==> src/rtl/i2c_pkg.sv <==
// Shared types and constants for the I2C DAC-write target receiver.
// State encoding, byte geometry and default address.
package i2c_pkg;

   typedef enum logic [2:0] {
      IDLE,
      ADDR,
      ACK,
      DATA,
      IGNORE
   } state_t;

   localparam int         BYTE_BITS   = 8;
   localparam int         RW_BIT      = 0;
   localparam logic [5:0] ADDR_HI_DEF = 6'b100110;

endpackage

==> src/rtl/i2c_dac_target_rx_if.sv <==
// Bus pins and decoded-frame outputs of the DAC target receiver.
// slave = receiver side, master = bus/stimulus side.
interface i2c_dac_target_rx_if;

   logic        scl_in;
   logic        sda_in;
   logic        chip_id;
   logic        sda_oe;
   logic        rx_valid;
   logic [3:0]  rx_cmd;
   logic [3:0]  rx_channel;
   logic [11:0] rx_value;
   logic        rx_error;
   logic        busy;

   modport slave (
      input  scl_in, sda_in, chip_id,
      output sda_oe, rx_valid, rx_cmd, rx_channel,
      output rx_value, rx_error, busy
   );

   modport master (
      output scl_in, sda_in, chip_id,
      input  sda_oe, rx_valid, rx_cmd, rx_channel,
      input  rx_value, rx_error, busy
   );

endinterface

==> src/rtl/i2c_line_filter.sv <==
// Two-flop synchroniser plus a FILT_LEN-deep glitch filter for one pad.
// The filtered level idles high like a released open-drain line.
module i2c_line_filter #(
   parameter int FILT_LEN = 3
) (
   input  logic clk_in,
   input  logic reset_in,
   input  logic raw,
   output logic level
);

   logic [1:0] sync;
   logic [3:0] cnt;

   // bring the asynchronous pad into the clock domain
   always_ff @(posedge clk_in or posedge reset_in) begin
      if (reset_in) sync <= 2'b11;
      else          sync <= {sync[0], raw};
   end

   // only accept a new level after FILT_LEN equal samples in a row
   always_ff @(posedge clk_in or posedge reset_in) begin
      if (reset_in) begin
         level <= 1'b1;
         cnt   <= '0;
      end else if (sync[1] == level) begin
         cnt <= '0;
      end else if (cnt == 4'(FILT_LEN - 1)) begin
         level <= sync[1];
         cnt   <= '0;
      end else begin
         cnt <= cnt + 4'd1;
      end
   end

endmodule

==> src/rtl/i2c_dac_target_rx.sv <==
// I2C target that decodes a DAC write frame: address, cmd/channel, 12-bit value.
// ACKs through an open-drain enable and flags short or overlong frames.
module i2c_dac_target_rx
   import i2c_pkg::*;
#(
   parameter logic [5:0] ADDR_HI  = ADDR_HI_DEF,
   parameter int         FILT_LEN = 3,
   parameter int         NUM_DATA = 3
) (
   input logic                clk_in,
   input logic                reset_in,
   i2c_dac_target_rx_if.slave bus
);

   localparam int BW = $clog2(BYTE_BITS);
   localparam int CW = $clog2(NUM_DATA + 1);

   logic          scl_f, sda_f, scl_d, sda_d;
   logic          scl_rise, scl_fall, start_ev, stop_ev, fin;
   state_t        state, state_nx;
   logic          ack_drv, ack_nx, ack_phase, phase_nx;
   logic          hit, store, ovf_set, byte_done, addr_ok;
   logic [7:0]    shift, shift_nx;
   logic [BW-1:0] bit_cnt;
   logic [CW-1:0] byte_cnt;
   logic          matched, ovf;
   logic [7:0]    hold [NUM_DATA];
   logic [3:0]    cmd_q, ch_q;
   logic [11:0]   val_q;
   logic          valid_q, err_q;
   logic          unused_lsb;

   i2c_line_filter #(.FILT_LEN(FILT_LEN)) u_scl (
      .clk_in   (clk_in),
      .reset_in (reset_in),
      .raw      (bus.scl_in),
      .level    (scl_f)
   );

   i2c_line_filter #(.FILT_LEN(FILT_LEN)) u_sda (
      .clk_in   (clk_in),
      .reset_in (reset_in),
      .raw      (bus.sda_in),
      .level    (sda_f)
   );

   // previous filtered levels for edge detection
   always_ff @(posedge clk_in or posedge reset_in) begin
      if (reset_in) begin
         scl_d <= 1'b1;
         sda_d <= 1'b1;
      end else begin
         scl_d <= scl_f;
         sda_d <= sda_f;
      end
   end

   assign scl_rise = scl_f & ~scl_d;
   assign scl_fall = ~scl_f & scl_d;
   assign start_ev = scl_f & scl_d & sda_d & ~sda_f;
   assign stop_ev  = scl_f & scl_d & ~sda_d & sda_f;
   assign fin      = start_ev | stop_ev;

   assign shift_nx  = {shift[6:0], sda_f};
   assign byte_done = scl_rise && (bit_cnt == BW'(BYTE_BITS - 1))
                      && (state == ADDR || state == DATA);
   assign addr_ok   = (shift_nx[7:1] == {ADDR_HI, bus.chip_id})
                      && !shift_nx[RW_BIT];

   // next state and ACK drive; bus conditions override bit handling
   always_comb begin
      state_nx = state;
      ack_nx   = ack_drv;
      phase_nx = ack_phase;
      hit      = 1'b0;
      store    = 1'b0;
      ovf_set  = 1'b0;
      if (fin) begin
         state_nx = start_ev ? ADDR : IDLE;
         ack_nx   = 1'b0;
         phase_nx = 1'b0;
      end else begin
         unique case (state)
            IDLE: ;
            ADDR: begin
               if (byte_done) begin
                  hit      = addr_ok;
                  state_nx = addr_ok ? ACK : IGNORE;
               end
            end
            ACK: begin
               if (scl_fall) begin
                  ack_nx   = !ack_phase;
                  phase_nx = !ack_phase;
                  if (ack_phase) state_nx = DATA;
               end
            end
            DATA: begin
               if (byte_done) begin
                  if (byte_cnt == CW'(NUM_DATA)) begin
                     ovf_set  = 1'b1;
                     state_nx = IGNORE;
                  end else begin
                     store    = 1'b1;
                     state_nx = ACK;
                  end
               end
            end
            IGNORE: ;
            default: state_nx = IDLE;
         endcase
      end
   end

   // state and ACK registers
   always_ff @(posedge clk_in or posedge reset_in) begin
      if (reset_in) begin
         state     <= IDLE;
         ack_drv   <= 1'b0;
         ack_phase <= 1'b0;
      end else begin
         state     <= state_nx;
         ack_drv   <= ack_nx;
         ack_phase <= phase_nx;
      end
   end

   // byte assembly, frame bookkeeping and result outputs
   always_ff @(posedge clk_in or posedge reset_in) begin
      if (reset_in) begin
         shift    <= '0;
         bit_cnt  <= '0;
         byte_cnt <= '0;
         matched  <= 1'b0;
         ovf      <= 1'b0;
         for (int i = 0; i < NUM_DATA; i++) hold[i] <= '0;
         cmd_q    <= '0;
         ch_q     <= '0;
         val_q    <= '0;
         valid_q  <= 1'b0;
         err_q    <= 1'b0;
      end else begin
         valid_q <= fin && matched && !ovf
                    && byte_cnt == CW'(NUM_DATA);
         err_q   <= fin && matched
                    && (ovf || (byte_cnt != '0
                    && byte_cnt < CW'(NUM_DATA)));
         if (fin && matched && !ovf
             && byte_cnt == CW'(NUM_DATA)) begin
            cmd_q <= hold[0][7:4];
            ch_q  <= hold[0][3:0];
            val_q <= {hold[1], hold[2][7:4]};
         end
         if (fin) begin
            bit_cnt  <= '0;
            byte_cnt <= '0;
            matched  <= 1'b0;
            ovf      <= 1'b0;
         end else begin
            if (scl_rise && (state == ADDR || state == DATA)) begin
               shift   <= shift_nx;
               bit_cnt <= bit_cnt + BW'(1);
            end
            if (hit) matched <= 1'b1;
            if (ovf_set) ovf <= 1'b1;
            if (store) begin
               hold[byte_cnt] <= shift_nx;
               byte_cnt       <= byte_cnt + CW'(1);
            end
         end
      end
   end

   assign unused_lsb     = ^hold[NUM_DATA-1][3:0];
   assign bus.sda_oe     = ack_drv & ~fin;
   assign bus.rx_valid   = valid_q;
   assign bus.rx_error   = err_q;
   assign bus.rx_cmd     = cmd_q;
   assign bus.rx_channel = ch_q;
   assign bus.rx_value   = val_q;
   assign bus.busy       = matched;

endmodule

==> src/flat_wrapper.sv <==
// flat-port wrapper written by rule: the top's interface ports become plain ports
module i2c_dac_target_rx_flat import i2c_pkg::*;
#(
   parameter logic [5:0] ADDR_HI  = ADDR_HI_DEF,
   parameter int         FILT_LEN = 3,
   parameter int         NUM_DATA = 3
)
  (clk_in, reset_in, bus_scl_in, bus_sda_in, bus_chip_id, bus_sda_oe, bus_rx_valid, bus_rx_cmd, bus_rx_channel, bus_rx_value, bus_rx_error, bus_busy);
  i2c_dac_target_rx_if bus_i ();
  input logic clk_in;
  input logic reset_in;
  input wire logic [$bits(bus_i.scl_in)-1:0] bus_scl_in;
  input wire logic [$bits(bus_i.sda_in)-1:0] bus_sda_in;
  input wire logic [$bits(bus_i.chip_id)-1:0] bus_chip_id;
  output wire logic [$bits(bus_i.sda_oe)-1:0] bus_sda_oe;
  output wire logic [$bits(bus_i.rx_valid)-1:0] bus_rx_valid;
  output wire logic [$bits(bus_i.rx_cmd)-1:0] bus_rx_cmd;
  output wire logic [$bits(bus_i.rx_channel)-1:0] bus_rx_channel;
  output wire logic [$bits(bus_i.rx_value)-1:0] bus_rx_value;
  output wire logic [$bits(bus_i.rx_error)-1:0] bus_rx_error;
  output wire logic [$bits(bus_i.busy)-1:0] bus_busy;
  assign bus_i.scl_in = bus_scl_in;
  assign bus_i.sda_in = bus_sda_in;
  assign bus_i.chip_id = bus_chip_id;
  assign bus_sda_oe = bus_i.sda_oe;
  assign bus_rx_valid = bus_i.rx_valid;
  assign bus_rx_cmd = bus_i.rx_cmd;
  assign bus_rx_channel = bus_i.rx_channel;
  assign bus_rx_value = bus_i.rx_value;
  assign bus_rx_error = bus_i.rx_error;
  assign bus_busy = bus_i.busy;
  i2c_dac_target_rx #(.ADDR_HI(ADDR_HI), .FILT_LEN(FILT_LEN), .NUM_DATA(NUM_DATA)) u_core (.clk_in(clk_in), .reset_in(reset_in), .bus(bus_i));
endmodule
==> config.mk <==
export PLATFORM = sky130hd
export DESIGN_NAME = i2c_dac_target_rx_flat
export DESIGN_NICKNAME = d
export VERILOG_FILES = /design/src/rtl/i2c_pkg.sv /design/src/rtl/i2c_dac_target_rx_if.sv /design/src/rtl/i2c_line_filter.sv /design/src/rtl/i2c_dac_target_rx.sv /design/src/flat_wrapper.sv
export SDC_FILE = /design/constraint.sdc
export NUM_CORES = 1
export LEC_CHECK = 0
export CAP_MARGIN = 5
export CORE_AREA = 8 8 85 87
export DETAILED_ROUTE_END_ITERATION = 7
export DIE_AREA = 0 0 93 95
export PLACE_DENSITY = 0.77
export SLEW_MARGIN = 5
export SYNTH_ARGS = -nofsm -noshare
export SYNTH_HDL_FRONTEND = slang
export SYNTH_SLANG_ARGS = --single-unit
==> constraint.sdc <==
create_clock -name clk_in -period 2.84 [get_ports clk_in]
set_input_delay 0.568 -clock clk_in [delete_from_list [all_inputs] [get_ports clk_in]]
set_output_delay 0.568 -clock clk_in [all_outputs]
set_load 0.05 [all_outputs]
Word level (Yosys, flattened, before mapping)
Index checks and enable logic that the tools add are counted.

Add/subtract/negate cells: 4. $mul: 0. Divide/modulo/power cells: 0. Magnitude comparators: 3. Eq/ne operators: 16. Shift operators: 0. Mux-type cells: 38. Bitwise operators: 17. Reduce and logical (&&, ||, !) cells: 30.

Operators by type and width (count): 2-to-1 mux 3 bit (9); bitwise mux 24 bit (1); 2-to-1 mux 1 bit (19); demux 8 bit (select 2 bit) (1); 2-to-1 mux 4 bit (4); nonzero test 2 bit (7); inequality test 3 x 1 -> 1 bit (second input constant) (4); one-hot mux 3 bit (4 select lines) (1); logical AND 1 bit (10); AND reduction 2 bit (5); adder 4 x 1 -> 4 bit (second input constant) (2); AND 1 bit (8); equality test 4 x 2 -> 1 bit (second input constant) (2); 2-to-1 mux 8 bit (1); equality test 7 bit (1); NOT 1 bit (7); equality test 3 x 2 -> 1 bit (second input constant) (2); equality test 3 bit (second input constant) (2); AND reduction 5 bit (1); 2-to-1 mux 2 bit (2); adder 3 x 1 -> 3 bit (second input constant) (1); equality test 3 x 1 -> 1 bit (second input constant) (1); >= comparator 3 bit (second input constant) (1); logical NOT 1 bit (3); 11 further kinds (13).

Register bits: 80. Latch bits: 0. Memory bits (writable): 0. Memory bits (read-only): 0. Input bits: 5. Output and inout port bits: 24. Word-level logic and storage cells: 131. Memories kept: 0.

Logic depth before layout (Yosys ltp)
Gate-level depths: netlist (run 1).

Depth in word-level cells: 9. Gate-level depth with buffers: 7. Depth with buffers taken out: 6.

By module
Synthesis (run 1) repeated with hierarchy kept, for this count alone.

Cells, all modules: 240. Area total of the unflattened synthesis: 3278.1 µm².

Modules (own cells, without submodules): i2c_dac_target_rx (instances 1, cells each 194, area each 2696.3 µm²); i2c_line_filter (u_core.u_sda) (instances 1, cells each 23, area each 291.5 µm²); i2c_line_filter (u_core.u_scl) (instances 1, cells each 23, area each 290.3 µm²).

Worst setup path after synthesis (run 1)
No wires, ideal clock.

Path type: register to output. From: register u_core.u_scl.level. To: output port bus_sda_oe. Arrival: 1.550 ns. Path slack: 0.722 ns. Cell stages (with the launch flop): 6. Path buffers: 2. Path through: dfstp_2 buf_2 nand2_1 or2_2 buf_6 and2_1.

Cells in the longest elaborated chain, start to end: 6.

Ends and longest elaborated chain: start, declared (line i2c_line_filter.sv:9) `output logic level`; start signal, assigned (line i2c_line_filter.sv:29) `level <= sync[1];`; AND 1 bit (*) (line i2c_dac_target_rx.sv:60, i2c_dac_target_rx.sv:61); AND 1 bit, on equally long branches (2 in a row) (line i2c_dac_target_rx.sv:60, i2c_dac_target_rx.sv:61); OR 1 bit (*) (line i2c_dac_target_rx.sv:62) `assign fin = start_ev | stop_ev;`; NOT 1 bit (no source line) (*); AND 1 bit (*) (line i2c_dac_target_rx.sv:175) `assign bus.sda_oe = ack_drv & ~fin;`; end, declared (line flat_wrapper.sv:15) `output wire logic [$bits(bus_i.sda_oe)-1:0] bus_sda_oe;`.

Every way passes the cells marked *; elsewhere a longest branch is shown, timed or not.

Worst setup path in the final report (run 1)
From: register u_core.u_sda.level. To: output port bus_sda_oe.

Cells in the longest elaborated chain, start to end: 5.

Ends and longest elaborated chain: start, declared (line i2c_line_filter.sv:9); start signal, assigned (line i2c_line_filter.sv:29); NOT 1 bit (line i2c_dac_target_rx.sv:60) `assign start_ev = scl_f & scl_d & sda_d & ~sda_f;`; AND 1 bit (line i2c_dac_target_rx.sv:60); OR 1 bit (*) (line i2c_dac_target_rx.sv:62); NOT 1 bit (no source line) (*); AND 1 bit (*) (line i2c_dac_target_rx.sv:175).

Marked as above.

==> impl_metrics.ini, run 1 <==
[yosys]
synthArstFlopShare_pct = 100
syn_avg_cell_area_um2 = 13.0
ys_seq_area_share_pct = 59.6
synth_nets = 262
ys_ff_latch = 76
ys.flop_type = dfrtp_1
synthCells = 247
synth.top_cell.area_share_pct = 53.0
ys_types = 43
netlist_top_cells_area = dfrtp_1 (53%), mux2_2 (14%), dfstp_2 (6.6%)
yosys.area.top_type = dfrtp_1
synth_edf_count = 0
yosys_warnings = 0
syn_area_um2 = 3210

[hold_path]
min-delay-path-class = flop to flop
holdCritStartpoint = u_core.u_sda.sync[0]

[floorplanning]
start_util_pct = 55.2
rows = 28
fp.dieH_um = 95
die_w_um = 93
core_um2 = 5820
io_pins = 29
die_area_um2 = 8840

[place]
port_buffers = 28
gp_congestion = 0.783
placed_cells = 344
dp_hpwl_um = 3640

[sta]
slew_headroom_pct = 60.7
tns_ns = 0
worst_slew_pin_slew_ns = 0.588
period_needed_ns = 2.49
rsz0062_at_grt = false
skew_ns = 0.0115
fmax_ghz = 0.401
finalSetupViolations = 0
drv_slew = 0
finalHoldViolCount = 0
layout_worst_path_cycle_share_pct = 87.7

[cts]
h-tree-depth = 3
cts_buffers = 9
cts_resized = 0
cts_setup_buffers = 0
cts_tree = done
cts.sinks = 76
cts.clk_slew.worst_paths_ns = 0.08
postCtsHoldBufs = 0
clk_latency_ns = 0.34
clock-root-buffer = clkbuf_8
cts_buffer_depth = 2

[route]
top_layer_used = met4
routed_wl_um = 5510
ant_nets = 0
first_iter_violations = 79
routed-wl-met2_um = 2600
routed-wl-met3_um = 258
drc = 0
drt-met1-wl_um = 2560
wl_per_cell_um = 15.3
firstDrtPassIters = 4
dr_total_vias = 1901
detail_route.vias_per_cell = 5.28

[worst_setup_path]
path_max_fanout = 10
cp-start-kind = flop
slowest_stage = dfstp_2
crit_required_ns = 2.27
worstSetupPathType = flop to output port
slowest_delay_ns = 0.67
crit_chain = xnor2_2, or2_2, and2_1, buf_4
r2r-start = u_core.u_scl.level
end_kind = output port
arrival_ns = 1.92
startpoint = u_core.u_sda.level

[global_routing]
grt_usage_pct = 14.0
antenna_found_initial = 0
grt_overflow_total = 0
first_global_vias = 1944
grt_max_degree = 77
grt_pass1_wl_um = 9650

[power]
irDropWorstVdd_mv = 0.430
cellPowerDensity_nw_per_um2 = 698
p_leak_uw = 0.00183

[layout]
finalNonFillerCells = 360
n_antenna_cell = 0
num-nets-final = 295
regArea_um2 = 1910
drive_gt1_share_pct = 26.7
fillerInstances = 450
multi_input_area_um2 = 1220
area_growth_pct = 18.6

[flow_run]
drv_cap = 0

[outcome]
status = finished, final reports clean
## power breakdown
part	total, uW	leakage (uW)	switching [uW]	internal (uW)
clock network	985	0.000116	397	588
logic	335	0.000689	186	150
registers	1340	0.00103	140	1200
## cell usage after synthesis (2+ instances only)
cell type,n
and2_1,2
nor2_1,13
ha_1,10
xnor2_1,3
and3b_1,2
buf_4,2
buf_2,4
mux2_2,41
dfstp_2,8
inv_1,7
o21ai_0,4
and3_1,2
mux2_1,2
nand2_1,40
nand3_1,8
xor2_1,4
nand4b_1,2
dfrtp_1,68
## state kept, by name, indices dropped and copies added, names as in the netlist, 3 cells and up
| register | flops |
|---|---|
| u_core.bit_cnt | 3 |
| u_core.hold | 20 |
| u_core.u_scl.cnt | 4 |
| u_core.u_sda.cnt | 4 |
| u_core.bus.rx_channel | 4 |
| u_core.shift | 7 |
| u_core.state | 3 |
| u_core.bus.rx_value | 12 |
| u_core.bus.rx_cmd | 4 |
## area by class of cell
| cell class | instances | share of cell area, % |
|---|---|---|
| multi-input cells | 156 | 32.1 |
| clock buffers | 9 | 3.26 |
| repair buffers | 30 | 8.03 |
| inverters | 7 | 0.691 |
| clock inverters | 7 | 3.22 |
| well taps | 75 | 2.47 |
| flip-flops and latches | 76 | 50.3 |
## routing by layer
layer,up-vias,GRT usage (%)
met4,0,6.44
met1,957,17.2
met2,32,22.1
met3,8,4.52
li1,904,-
met5,-,0
## cell usage in the layout (no fill, tap or decap), drive strengths merged, types with 2 or more instances in the layout
master / Yosys / layout
nor2: 14 / 14
ha: 10 / 10
and3b: 2 / 2
xnor2: 4 / 4
nor3: 2 / 2
dfrtp: 68 / 68
clkinvlp: 0 / 2
nand3: 8 / 8
buf: 8 / 3
xor2: 4 / 4
o21ai: 4 / 4
nor4b: 2 / 2
dfstp: 8 / 8
nand4b: 2 / 2
clkdlybuf4s50: 0 / 27
and2: 3 / 3
inv: 7 / 8
nand2: 40 / 40
bufinv: 0 / 3
mux2: 43 / 43
and3: 2 / 2
clkbuf: 0 / 9
## cells by family (layout without fill, tap and decap cells)
family                   after synthesis  after routing  synth area share, %
multiplexers                          43             43                 15.1
AND/OR/NAND/NOR                       83             83                 14.2
buffers and inverters                 15             53                 2.38
flip-flops                            76             76                 59.6
adder cells (fa/ha/maj)               10             10                 3.90
AO/OA/AOI/OAI                         12             12                 2.46
XOR/XNOR                               8              8                 2.42
## per-stage QoR
step	utilization (%)	total power, uW	cell area [um2]	setup slack (ns)	hold slack, ns
4_1_cts	65.4	2690	3800	0.332	0.359
2_1_floorplan	-	1610	3210	0.347	0.345
3_5_place_dp	61.2	1690	3560	0.721	0.347
5_1_grt	65.4	2790	3800	0.259	0.364
6_report	65.4	2660	3800	0.349	0.358
3_3_place_gp	61.2	1670	3560	0.741	0.346
## final timing paths
kind | endpoint | slack, ns | cells after the start
min in group asynchronous | u_core.hold[22] | 0.62 | 3
hold / removal | u_core.u_sda.sync[1] | 0.36 | 0
setup / recovery | bus_sda_oe | 0.35 | 4
max in group asynchronous | u_core.sda_d | 1.86 | 3
hold reg to reg | u_core.u_sda.sync[1] | 0.36 | 0
setup reg to reg | u_core.hold[10] | 0.74 | 4
## critical path, delay by kind of cell, from the launching register on
kind	cells	cell delay, ns
AND/OR/NAND/NOR	2	0.60
XOR/XNOR	1	0.14
flip-flops	1	0.67
buffers and inverters	1	0.18
Note: power is estimated with default switching activity, not from simulation.
==> run 2, diff against run 1 <==
--- a/config.mk
+++ b/config.mk
@@ -10,7 +10,6 @@
 export DETAILED_ROUTE_END_ITERATION = 7
 export DIE_AREA = 0 0 93 95
 export PLACE_DENSITY = 0.77
-export SLEW_MARGIN = 5
 export SYNTH_ARGS = -nofsm -noshare
 export SYNTH_HDL_FRONTEND = slang
 export SYNTH_SLANG_ARGS = --single-unit
==> results of run 2 <==
The final DEF is identical to that of run 1; final timing and power are the same.
